==> src/rtl/nes_pkg.sv <==
// ---------------------------------------------------------------------------
// nes_pkg
// Shared NES bus constants and the sprite-DMA state type.
//   NES_ADDR_W          : width of the CPU/databus address
//   NES_DATA_W          : width of the CPU/databus data
//   NES_DECODE_W        : address bits actually decoded on the NES map
//   NES_PAGE_REG_ADDR   : CPU write address that starts a sprite DMA
//   NES_OAM_DATA_ADDR   : PPU OAM data port, destination of every DMA write
// ---------------------------------------------------------------------------
package nes_pkg;

    localparam int NES_ADDR_W   = 24;
    localparam int NES_DATA_W   = 8;
    localparam int NES_DECODE_W = 16;

    localparam logic [15:0] NES_PAGE_REG_ADDR = 16'h4014;
    localparam logic [15:0] NES_OAM_DATA_ADDR = 16'h2004;

    typedef enum logic [2:0] {
        IDLE  = 3'd0,
        HALT  = 3'd1,
        ALIGN = 3'd2,
        READ  = 3'd3,
        WRITE = 3'd4
    } dma_state_t;

endpackage : nes_pkg

==> src/rtl/oam_dma_ctrl.sv <==
// ---------------------------------------------------------------------------
// oam_dma_ctrl
// Sprite-DMA controller and CPU/databus arbiter. A CPU write to the page
// register latches a source page; the CPU is then stalled while 256 bytes
// from $XX00-$XXFF are copied to the PPU OAM data port as alternating
// read/write cycles, after which the bus returns to the CPU.
//
// Ports:
//   CLK_NES    in   CPU clock, all state updates on rising edge
//   RESET      in   synchronous, active-high reset
//   CPU_ADDR   in   CPU address
//   CPU_WR     in   CPU R/W_n (1 = read, 0 = write)
//   CPU_DO     in   CPU write data
//   BUS_DI     in   databus read data, valid with BUS_ADDR
//   CPU_RDY    out  CPU ready, 0 stalls the CPU
//   BUS_ADDR   out  arbitrated address
//   BUS_WR     out  arbitrated R/W_n
//   BUS_DO     out  arbitrated write data
//   DMA_ACTIVE out  1 while DMA owns the bus
//
// state | meaning
// IDLE  | CPU owns the bus, BUS_* follow CPU_*
// HALT  | first stall cycle, no bus write
// ALIGN | extra stall cycle when HALT lands on an odd CPU cycle
// READ  | read byte {page, idx} into data_q
// WRITE | write data_q to OAM data port, advance idx or finish
// ---------------------------------------------------------------------------
module oam_dma_ctrl
    import nes_pkg::*;
#(
    parameter int          ADDR_W        = NES_ADDR_W,
    parameter logic [15:0] PAGE_REG_ADDR = NES_PAGE_REG_ADDR,
    parameter logic [15:0] OAM_DATA_ADDR = NES_OAM_DATA_ADDR
) (
    input  logic              CLK_NES,
    input  logic              RESET,
    input  logic [ADDR_W-1:0] CPU_ADDR,
    input  logic              CPU_WR,
    input  logic [7:0]        CPU_DO,
    input  logic [7:0]        BUS_DI,
    output logic              CPU_RDY,
    output logic [ADDR_W-1:0] BUS_ADDR,
    output logic              BUS_WR,
    output logic [7:0]        BUS_DO,
    output logic              DMA_ACTIVE
);

    localparam int PAD_W = ADDR_W - NES_DECODE_W;

    dma_state_t state, state_nx;
    logic [7:0] page_q;
    logic [7:0] idx_q;
    logic [7:0] data_q;
    logic       parity_q;
    logic       trig;

    assign trig = (state == IDLE) && !CPU_WR &&
                  (CPU_ADDR[NES_DECODE_W-1:0] == PAGE_REG_ADDR);

    // state register
    always_ff @(posedge CLK_NES) begin
        if (RESET) state <= IDLE;
        else       state <= state_nx;
    end

    // datapath registers
    always_ff @(posedge CLK_NES) begin
        if (RESET) begin
            page_q   <= 8'h00;
            idx_q    <= 8'h00;
            data_q   <= 8'h00;
            parity_q <= 1'b0;
        end else begin
            // free-running CPU-cycle parity, independent of DMA state
            parity_q <= ~parity_q;
            case (state)
                IDLE: begin
                    if (trig) begin
                        page_q <= CPU_DO;
                        idx_q  <= 8'h00;
                    end
                end
                READ:  data_q <= BUS_DI;
                WRITE: idx_q  <= (idx_q == 8'hFF) ? 8'h00 : idx_q + 8'd1;
                default: ;
            endcase
        end
    end

    // next-state logic
    always_comb begin
        state_nx = state;
        case (state)
            IDLE:    if (trig) state_nx = HALT;
            HALT:    state_nx = parity_q ? ALIGN : READ;
            ALIGN:   state_nx = READ;
            READ:    state_nx = WRITE;
            WRITE:   state_nx = (idx_q == 8'hFF) ? IDLE : READ;
            default: state_nx = IDLE;
        endcase
    end

    // output mux
    always_comb begin
        DMA_ACTIVE = (state != IDLE);
        CPU_RDY    = ~DMA_ACTIVE;
        BUS_ADDR   = CPU_ADDR;
        BUS_WR     = CPU_WR;
        BUS_DO     = CPU_DO;
        case (state)
            IDLE: ;
            HALT, ALIGN: begin
                // dummy cycles keep the CPU address but never write
                BUS_ADDR = CPU_ADDR;
                BUS_WR   = 1'b1;
                BUS_DO   = data_q;
            end
            READ: begin
                BUS_ADDR = {{PAD_W{1'b0}}, page_q, idx_q};
                BUS_WR   = 1'b1;
                BUS_DO   = data_q;
            end
            WRITE: begin
                BUS_ADDR = {{PAD_W{1'b0}}, OAM_DATA_ADDR};
                BUS_WR   = 1'b0;
                BUS_DO   = data_q;
            end
            default: ;
        endcase
    end

endmodule : oam_dma_ctrl

==> config.mk <==
export PLATFORM = sky130hd
export DESIGN_NAME = oam_dma_ctrl
export DESIGN_NICKNAME = d
export VERILOG_FILES = /design/src/rtl/nes_pkg.sv /design/src/rtl/oam_dma_ctrl.sv
export SDC_FILE = /design/constraint.sdc
export NUM_CORES = 1
export LEC_CHECK = 0
export CAP_MARGIN = 0
export CORE_UTILIZATION = 30
export DETAILED_ROUTE_END_ITERATION = 10
export PLACE_DENSITY = 0.65
export SETUP_SLACK_MARGIN = 0.15
export SYNTH_ARGS = -nofsm -noshare
export SYNTH_HDL_FRONTEND = slang
export SYNTH_SLANG_ARGS = --single-unit
==> constraint.sdc <==
create_clock -name CLK_NES -period 1.8 [get_ports CLK_NES]
set_input_delay 0.27 -clock CLK_NES [delete_from_list [all_inputs] [get_ports CLK_NES]]
set_output_delay 0.27 -clock CLK_NES [all_outputs]
set_load 0.01 [all_outputs]
# Word-level counts from Yosys, hierarchy flattened
# Index checks and enable logic that the tools add are counted.
[word_totals]
register_bits = 28
latch_bits = 0
ram_bits = 0
rom_bits = 0
n_memories = 0
output_inout_bits = 35
word_cells = 35
[classes]
magnitude_cmp = 0
n_mux = 10
bitwise = 2
div = 0
shifts = 0
n_eq_ne = 7
multipliers = 0
n_reduce_logical = 10
add_sub_neg = 1
[op_table]
columns = ["operator", "n"]
rows = [
  ["case mux 24 bit (2 select lines)", 1],
  ["2-to-1 mux 8 bit", 3],
  ["equality test 16 x 15 -> 1 bit, second input constant", 1],
  ["case mux 8 bit (2 select lines)", 1],
  ["case mux 3 bit (5 select lines)", 1],
  ["adder 8 x 1 -> 8 bit, second input constant", 1],
  ["equality test 8 bit, second input constant", 1],
  ["equality test 3 x 2 -> 1 bit, second input constant", 2],
  ["AND reduction 2 bit", 2],
  ["OR reduction 4 bit", 1],
  ["equality test 3 x 1 -> 1 bit, second input constant", 1],
  ["equality test 3 bit, second input constant", 1],
  ["zero test 3 bit", 1],
  ["2-to-1 mux 3 bit", 1],
  ["nonzero test 3 bit", 1],
  ["OR reduction 3 bit", 1],
  ["logical AND 1 bit", 2],
  ["2-to-1 mux 2 bit", 1],
  ["!= test 2 bit, second input constant", 1],
  ["inverter 1 bit", 2],
  ["case mux 1 bit (2 select lines)", 1],
  ["nonzero test 2 bit", 1],
  ["zero test 1 bit", 1],
  ["2-to-1 mux 1 bit", 1],
]

# Logic depth before layout (Yosys ltp)
# Gate-level depths: netlist of the first run.
[logic_depth]
word_depth = 5
mapped_depth = 8

# Worst setup path after synthesis of the first run
# Ideal clock, no wire load.
[synth_path]
path_type = "register -> output"
start = "reg state[0]"
end = "out BUS_DO[0]"
t_arrival_ps = 1433
path_stages_with_launch = 5
required_ps = 1530
n_path_buf = 1
path_slack_ps = 97
path_cell_list = "dfxtp_1 > buf_2 > nor2_2 > xnor2_1 > mux2_2"
[synth_between]
elab_chain_cells = 3
[synth_rtl]
columns = ["item", "line", "rtl"]
rows = [
  ["start, declared", "oam_dma_ctrl.sv:50", "dma_state_t state, state_nx;"],
  ["start signal, assigned", "oam_dma_ctrl.sv:63", "else state <= state_nx;"],
  ["equality test 3 bit, or another cell as far along", "oam_dma_ctrl.sv:110", "case (state)"],
  ["OR reduction 4 bit (no source line) *", "n/a", ""],
  ["2-to-1 mux 8 bit *", "oam_dma_ctrl.sv:110", ""],
  ["end, declared", "oam_dma_ctrl.sv:44", "output logic [7:0] BUS_DO,"],
]
# Every way passes the cells marked *; elsewhere a longest branch is shown, timed or not.

# Worst setup path in the final report of the first run
[layout_path]
start = "reg state[0]"
end = "out BUS_ADDR[8]"
[layout_between]
elab_chain_cells = 2
[layout_rtl]
columns = ["item", "line", "rtl"]
rows = [
  ["equality test 3 bit / equality test 3 x 2 -> 1 bit (equally long branches)", "oam_dma_ctrl.sv:110", ""],
  ["case mux 24 bit (2 select lines) *", "oam_dma_ctrl.sv:110", ""],
  ["end, declared", "oam_dma_ctrl.sv:42", "output logic [ADDR_W-1:0] BUS_ADDR,"],
]
# Marks and branches as above.

==> reports/summary.txt, run 1 <==
Final nets = 340
H-tree Lvls = 1
Die Span X = 74.4 um
EDFF count, synth = 0
Slew Limit Fails = 0
Fmax = 524 MHz
Critical path origin = state[0]$_SDFFE_PP0P_
cell internal pwr = 1370 uW
unrepaired setup endpoints after global routing = true
failing checks = setup timing
Avg Inst Size Synth = 8.68 um2
met2 usage = 0.308
async set or reset register ratio after synthesis = 0
Gate power share = 0.385
setup violators final = 28
I/O pin total = 78
sequential share of power = 0.344
Crit path required time = 1.53 ns
Synth Register Bits = 28
area grow syn2layout = 88.8%
Hold Startpoint = parity_q$_SDFF_PP0_
port buffer count = 77
fraction of layout cells with a size suffix above 1 = 0.420
GRT Resource Usage Total = 0.190
Max-Cap Viols = 0
Max Clock Skew = 0.00731 ns
total vias in the final route = 1,813
total CTS buffers = 3
GR Util met3 = 0.0407
Arrival @ worst endpoint = 1.64 ns
FF-to-FF Start = state[2]$_SDFFE_PP0P_
number of routed nets with antenna violations = 0
Tmin final = 1.91 ns
leakage = 0.00128 uW
WL/cell = 15.3 um
Synth Cell Area = 0.00157 mm2
Die ar. = 0.00553 mm2
element type at the critical path end = output pin
footprint of the multi-input gates = 0.00111 mm2
Clk network pwr share = 0.272
Most Frequent Cell on Critical Path = buf_6
Yosys Warn Count = 0
top cell type's share of synthesized area = 0.357
first-pass GRT wire length = 8060 um
post-synthesis sequential area ratio = 0.357
grt ovf = 0
CP cell instances = nor2_4 -> and2_4 -> nor2_4 -> buf_6 -> buf_6 -> a22o_4 -> buf_6
clk buf depth = 2
RD Place Congestion = 0.767
reg2reg setup slack = -0.03 ns
period utilisation layout = 1.06
Slew @ Worst Pin = 0.448 ns
Fill cells = 424
Antenna diodes = 0
Clock Latency Late Sink = 0.28 ns
Clock Tree Root = clkbuf_8
worst rel slew slack = 0.700
Area contributors post-synth = dfxtp_1, a22o_1, mux2_2
Setup TNS = -1.80 ns
slowest CP cell = dfxtp_2
DRC violations left = 0
clock sinks = 28
CTS tree = built
Synth cell types = 40
Syn Inst Count = 181
Reg clk slew, reported paths = 0.10 ns
DRT iter0 DRCs = 75
Core Rows = 25
final wirelength = 5540 um
Final WS setup = -0.109 ns
Sw Share = 0.273
Hold Path Class = reg -> reg
# hold bufs at CTS = 0
dominant synthesized flop cell = dfxtp_1
Initial Util = 0.322
met1 GRT Util = 0.258
Switch Pwr = 514 uW
crit-path max FO = 7
hpwl dp = 3790 um
CP Launch Type = register
grt peak-use layer = met2
sequential cell area = 568 um2
largest net degree at the start of global routing = 17
Worst VDD drop = 0.400 mV
final number of hold-violating endpoints = 0
first-pass iteration count of the detailed router = 4
Pwr per Cell Area = 634 mW/mm2
largest area contributor in the netlist = dfxtp_1
number of global-route vias before repair = 1,662
Setup CP Type = reg -> out
Die Ht = 74.4 um
CP max stage delay = 0.36 ns
Avg Vias per Cell = 5.01
Post-Syn Nets = 225
total chip power = 1880 uW
initial antenna violation count = 0
core area = 0.00488 mm2
status = finished, violations left
-- area by class of cell --
class	instances	share of cell area
well taps	67	0.0283
clock inverters	1	0.0101
inverters	2	0.00253
clock buffers	3	0.0139
multi-input cells	137	0.376
flip-flops and latches	28	0.191
repair buffers	124	0.378
-- power groups by stage --
stage	clock [uW]	sequential, uW	combinational, uW
final	510	646	723
after global routing	541	647	768
after CTS	512	644	692
after detailed placement	0	654	601
after global placement	0	653	601
after floorplan	0	646	239
-- critical path: cells and delay by family (launching register included) --
kind,cells,cell delay (ns)
flip-flops,1,0.36
AO/OA/AOI/OAI,1,0.21
buffers and inverters,3,0.36
AND/OR/NAND/NOR,3,0.42
-- path summary, 6_finish.rpt --
| path | cells past startpoint | to |
|---|---|---|
| max | 7 | BUS_ADDR[8] |
| max reg2reg | 9 | page_q[5]$_SDFFE_PP0P_ |
| min reg2reg | 1 | parity_q$_SDFF_PP0_ |
| min | 1 | parity_q$_SDFF_PP0_ |
-- metal layers --
layer  vias to the layer above  wire length (um)
met5                         -                 0
met4                         0                60
met3                         6               338
met2                        63              2690
met1                       859              2460
li1                        885                 -
-- through the flow --
stage	std cells	util	instance area, um2	hold WS [ns]	setup slack [ns]
2_1_floorplan	181	-	1580	0.393	0.0971
3_3_place_gp	343	0.531	2590	0.413	-0.381
3_5_place_dp	343	0.531	2590	0.413	-0.482
4_1_cts	356	0.579	2830	0.428	-0.0915
5_1_grt	362	0.608	2970	0.435	-0.160
6_report	362	0.608	2970	0.432	-0.109
-- layout by cell type (no fill, tap or decap), types with 3 or more instances in the layout --
| cell | netlist | final |
|---|---|---|
| dlygate4sd2_1 | 0 | 9 |
| and3_1 | 8 | 8 |
| nand4_1 | 4 | 4 |
| mux2_4 | 0 | 6 |
| clkbuf_8 | 0 | 3 |
| nor3_2 | 3 | 4 |
| a21oi_1 | 12 | 11 |
| a22o_1 | 14 | 14 |
| buf_2 | 4 | 16 |
| mux2_2 | 9 | 3 |
| mux2i_1 | 8 | 8 |
| o21a_1 | 3 | 3 |
| nand2_1 | 22 | 18 |
| buf_4 | 0 | 31 |
| dlymetal6s2s_1 | 0 | 5 |
| buf_6 | 3 | 28 |
| dfxtp_2 | 0 | 3 |
| clkdlybuf4s50_1 | 0 | 34 |
| dfxtp_1 | 28 | 24 |
| nand3_1 | 4 | 4 |
| nor2_1 | 15 | 13 |
-- cells in the mapped netlist (all sizes together), types with 3 or more instances --
| library cell | instances |
|---|---|
| o21a | 3 |
| nand3 | 4 |
| mux2 | 9 |
| clkbuf | 7 |
| a21oi | 12 |
| and3 | 8 |
| mux2i | 8 |
| nand4 | 4 |
| nor3 | 8 |
| buf | 7 |
| and2 | 3 |
| nor2 | 16 |
| dfxtp | 28 |
| a22o | 15 |
| nand2 | 22 |
-- sequential cells by signal (all words and copies together) (netlist names) --
signal / cells
page_q: 8
idx_q: 8
data_q: 8
state: 3
parity_q: 1
-- cells by family after synthesis --
group | Yosys count | share of synthesized area
AO/OA/AOI/OAI | 40 | 0.183
XOR/XNOR | 2 | 0.0111
adder cells (fa/ha/maj) | 1 | 0.00796
buffers and inverters | 16 | 0.0557
flip-flops | 28 | 0.357
multiplexers | 17 | 0.115
AND/OR/NAND/NOR | 77 | 0.270
-- timing repair --
item / in CTS / in global routing
gates resized for setup: 183 / 24
buffers inserted: 8 / 6
endpoints found under the setup margin: 52 / 53
cloned: 1 / 0
pin swaps: 10 / 15
(Power assumes the default switching activity.)
==> inputs of run 2 (changes only) <==
Settings changed: CORE_UTILIZATION 30 to 33, PLACE_DENSITY 0.65 to 0.7.
==> reports/summary.txt, run 2 (synthesis gave the netlist of run 1 again) <==
status = finished, violations left
failing checks = DRC, setup timing
RD Place Congestion = 0.874 (+14%)
hpwl dp = 3630 um (-4.2%)
first-pass GRT wire length = 8280 um (+2.7%)
largest registers = data_q: 8 flops, idx_q: 8 flops, page_q: 8 flops
clk buf depth = 2 (unchanged)
fraction of layout cells with a size suffix above 1 = 0.447 (+0.0268)
Slew Limit Fails = 0 (unchanged)
Worst VDD drop = 0.479 mV (+20%)
placed cells = 329 (-4.1%)
commonest non-fill, non-tap cell in the layout = buf_6
GRT Resource Usage Total = 0.205 (+0.0152)
cell internal pwr = 1380 uW (+1.3%)
Arrival @ worst endpoint = 1.57 ns (-0.07 ns)
Fill cells = 387 (-8.7%)
setup violators final = 9 (-68%)
Setup CP Type = reg -> out
core area = 0.00447 mm2 (-8.3%)
first-pass iteration count of the detailed router = 9 (+5)
footprint of the multi-input gates = 0.00114 mm2 (+2.2%)
Post-DP Area = 0.00258 mm2 (-0.43%)
Die Ht = 71.0 um (-4.5%)
leakage = 0.00129 uW (+0.59%)
Die ar. = 0.00504 mm2 (-8.8%)
Die Span X = 71.0 um (-4.5%)
sequential share of power = 0.341 (-0.003)
Crit path required time = 1.53 ns (about the same)
Max Clock Skew = 0.00200 ns (-0.00531 ns)
Max-Cap Viols = 0 (unchanged)
Switch Pwr = 504 uW (-1.9%)
Clock Latency Late Sink = 0.27 ns (about the same)
Gate power share = 0.395 (+0.010)
most frequent cells in the layout = buf_6, clkdlybuf4s50_1, buf_4
non-filler instance count after layout = 345 (-4.7%)
Clk network pwr share = 0.264 (-0.008)
Antenna diodes = 0 (unchanged)
total CTS buffers = 3 (unchanged)
post-layout instance area = 0.00297 mm2 (about the same)
total vias in the final route = 1,822 (+0.50%)
CTS tree = built
Core Rows = 24 (-4.0%)
grt ovf = 0 (unchanged)
Clock Tree Root = clkbuf_8
Final WS setup = -0.0428 ns (+0.0661 ns)
Final nets = 338 (-0.59%)
Fmax = 543 MHz (+3.6%)
# hold bufs at CTS = 0 (unchanged)
Reg clk slew, reported paths = 0.10 ns (about the same)
Slew @ Worst Pin = 0.335 ns (-0.114 ns)
H-tree Lvls = 1 (unchanged)
DRT iter0 DRCs = 92 (+23%)
element type at the critical path end = output pin
largest net degree at the start of global routing = 17 (unchanged)
unrepaired setup endpoints after global routing = true
total chip power = 1890 uW (+0.44%)
final number of hold-violating endpoints = 0 (unchanged)
Tmin final = 1.84 ns (-0.0661 ns)
final wirelength = 5220 um (-5.8%)
area grow syn2layout = 88.9% (about the same)
number of global-route vias before repair = 1,785 (+7.4%)
port buffer count = 77 (unchanged)
clock sinks = 28 (unchanged)
Pwr per Cell Area = 636 mW/mm2 (+0.40%)
crit-path max FO = 4 (-3)
Hold Path Class = reg -> reg
period utilisation layout = 1.02 (-0.0367)
Initial Util = 0.351 (+0.0292)
Sw Share = 0.267 (-0.00643)
worst rel slew slack = 0.775 (+0.0750)
initial antenna violation count = 0 (unchanged)
number of routed nets with antenna violations = 0 (unchanged)
CP Launch Type = register
Avg Vias per Cell = 5.28 (+5.4%)
sequential cell area = 568 um2 (unchanged)
I/O pin total = 78 (unchanged)
DRC violations left = 7 (+7)
WL/cell = 15.1 um (-1.1%)
## run 2: cell types whose count changed in the layout (fill, tap and decap cells not counted), sizes merged
cell           before  now
clkdlybuf4s50      34   32
clkbuf              3    4
clkdlybuf4s15       1    0
dlygate4sd2         9    6
buf                75   79
dlymetal6s2s        5    4
## run 2: power groups by stage
stage          Sequential (uW)  Clock, uW  Combinational [uW]
3_3_place_gp               652          0                 589
6_report                   644        498                 745
3_5_place_dp               653          0                 590
2_1_floorplan              646          0                 239
4_1_cts                    644        506                 692
5_1_grt                    646        531                 785
## run 2: worst max-delay path, cell delays in order (launching register included)
cell and delay, ns:
dfxtp_4 0.38, nor2_4 0.16, xnor2_2 0.17, buf_6 0.17
mux2_4 0.31, buf_6 0.12
## run 2: worst paths after layout
kind | end | cells past startpoint | slack [ns] | from
worst min-delay path | parity_q$_SDFF_PP0_ | 1 | 0.42 | parity_q$_SDFF_PP0_
worst max-delay path | BUS_DO[2] | 5 | -0.04 | state[1]$_SDFFE_PP0P_
worst min register to register | parity_q$_SDFF_PP0_ | 1 | 0.42 | parity_q$_SDFF_PP0_
worst max register to register | idx_q[0]$_SDFFE_PP0P_ | 8 | 0 | state[2]$_SDFFE_PP0P_
## run 2: cell type report
cell class,count,area share
inverter,2,0.00253
clock inverter,1,0.0101
timing repair buffer,122,0.376
tap,52,0.0219
sequential,28,0.191
clock buffer,3,0.0139
multi-input combinational,137,0.384
## run 2: layer usage
layer | track usage | part of all wire
met1 | 0.259 | 0.43
met2 | 0.358 | 0.50
met3 | 0.0328 | 0.051
met4 | 0.0667 | 0.011
met5 | 0 | 0
## run 2: repair_timing
item | in CTS | in global routing
setup buffers | 8 | 4
pin swaps | 19 | 18
gates resized for setup | 204 | 34
setup endpoints to repair | 52 | 53
## run 2: stage by stage
stage,utilization,setup TNS (ns),worst slack [ns],hold WS (ns)
5_1_grt,0.663,-1.42,-0.0948,0.446
6_report,0.663,-0.317,-0.0428,0.419
2_1_floorplan,-,0,0.0971,0.393
3_5_place_dp,0.576,-10.79,-0.367,0.409
3_3_place_gp,0.576,-9.74,-0.307,0.405
4_1_cts,0.623,-0.643,-0.0418,0.423
==> inputs of run 3 (changes only) <==
Settings changed: CAP_MARGIN 0 to unset.
==> results of run 3 <==
Same layout as run 2: the final DEF is identical, and so are final timing and power.
==> RTL edit, RTL diff (flow settings as in run 3) <==
Change the package constant `NES_ADDR_W` from 24 to 36.
--- a/src/rtl/nes_pkg.sv
+++ b/src/rtl/nes_pkg.sv
@@ -10,5 +10,5 @@
 package nes_pkg;
 
-    localparam int NES_ADDR_W   = 24;
+    localparam int NES_ADDR_W   = 36;
     localparam int NES_DATA_W   = 8;
     localparam int NES_DECODE_W = 16;
Ports: changed (resized BUS_ADDR and CPU_ADDR); port bits go from 78 to 102. No check against the original RTL was run, so the function may have changed too.
==> RTL edit against run 3 <==
Synthesized area increased by 4.3%; the flow finishes with violations (negative setup slack); critical path type unchanged; count of clock-buffer cells in the layout grew 1; sequential cell count is the same; setup slack worse by 150 ps; clock power is 21% lower; sequential share of layout area shrank 0.89 points; critical endpoint is now BUS_DO[3]; via count is 7.4% higher; wire length grew 11%; power down 3.2%; clock skew up 4.2 ps; maximum frequency decreased by 7.3%; cell area up 5.1%.
==> RTL edit: results (changes against run 3) <==
finish:
  comb.multi_input.count: 151  # was 137
  inv_count: 2  # unchanged
  regArea_um2: 569.3  # was 568.0 um^2
  drive_gt1_frac: 0.3823  # was 0.4471
  buf_share: 0.4112  # was 0.3761
  clockNetworkAreaShare: 0.01765  # was 0.02403
  final_nets: 384  # was 338
  multiInputGateArea_um2: 1121  # was 1140 um^2
  fill_cells: 443  # was 387
drt:
  met1_length_um: 2602  # was 2270 um
  viasPerCell: 4.967  # was 5.281
  drt-pass1-iter-count: 4  # was 9
  drt-total-wl_um: 5797  # was 5222 um
  drt-initial-drc-count: 118  # was 92
grt:
  groute.layer.met1.usage: 0.2890  # was 0.2595
  use_met2: 0.3583  # was 0.3579
  grt.total_usage: 0.2184  # was 0.2054
  grt_pass1_vias: 1777  # was 1785
  use_met3: 0.04167  # was 0.03276
placed_design:
  place_ws_ps: -323.8  # was -367.0 ps
  port_buffers: 101  # was 77
  placed_area_um2: 2918  # was 2577 um^2
  gp_congestion: 0.7792  # was 0.8740
worst_setup_path:
  cpLargestDelayFamily: "buffers and inverters"  # was flip-flops
  rrSetupSlack_ps: -180  # was 0 ps
clocking:
  cts_setup_buffers: 2  # was 8
  ctsResizeCount: 221  # was 204
yosys:
  seq_area_frac_synth: 0.3420  # was 0.3567
  synthTopCellsByArea: "dfxtp_1 (34%), a22o_1 (8.0%), and3_1 (7.6%)"  # was dfxtp_1 (36%), a22o_1 (7.8%), mux2_2 (6.4%)
  synth.avg_cell_area_um2: 8.320  # was 8.682 um^2
  synthesis.area_um2: 1639  # was 1572 um^2
  synth_commonest_cells: "dfxtp_1 (28), nand2_1 (23), and3_1 (20)"  # was dfxtp_1 (28), nand2_1 (22), nor2_1 (15)
timing:
  timing.final.ws_setup_ps: -188.5  # was -42.82 ps
  skew_ps: 6.236  # was 1.998 ps
  maxSlewHeadroom: 0.7018  # was 0.7752
  setup_viol: 61  # was 9
  whs_ps: 444.7  # was 419.4 ps
power_and_ir_drop:
  leakagePower_nw: 1.384  # was 1.288 nW
  vdd_drop_max_mv: 0.3477  # was 0.4790 mV
  pg_clk_mw: 0.392  # was 0.498 mW
  power_density_nw_per_um2: 586.0  # was 636.0 nW/um^2
  p_sw_mw: 0.5144  # was 0.5040 mW
  pg_comb_mw: 0.788  # was 0.745 mW
run_status:
  violations: "negative setup slack"  # was design-rule violations, negative setup slack
  outcome: "complete, but fails checks"  # unchanged
-- RTL edit: cell types whose count changed in the layout (fill, tap and decap cells not counted), sizes merged, moves of 4 or more --
cell,before,now
clkdlybuf4s50,32,54
and3,8,20
dlygate4sd2,6,0
dlymetal6s2s,4,0
-- RTL edit: cells by family after synthesis --
kind of cell               synth area share
DFF                                  0.3420
adders and majority gates          0.007632
AOI/OAI and AO/OA                    0.1733
and+or+nand+nor                      0.3000
muxes                                0.1107
xor gates and xnor gates            0.01069
buffers and inverters               0.05571
-- RTL edit: worst max-delay path by stage --
stage | start | depth (start not counted) | end | slack [ps]
after global placement | CPU_ADDR[13] | 7 | page_q[6] | -230
after detailed placement | CPU_ADDR[13] | 7 | page_q[2] | -320
after global routing | state[2] | 8 | BUS_ADDR[6] | -270
after floorplan | state[2] | 8 | page_q[0] | -40
final | state[2] | 6 | BUS_DO[3] | -190
after CTS | state[2] | 8 | page_q[0] | -160
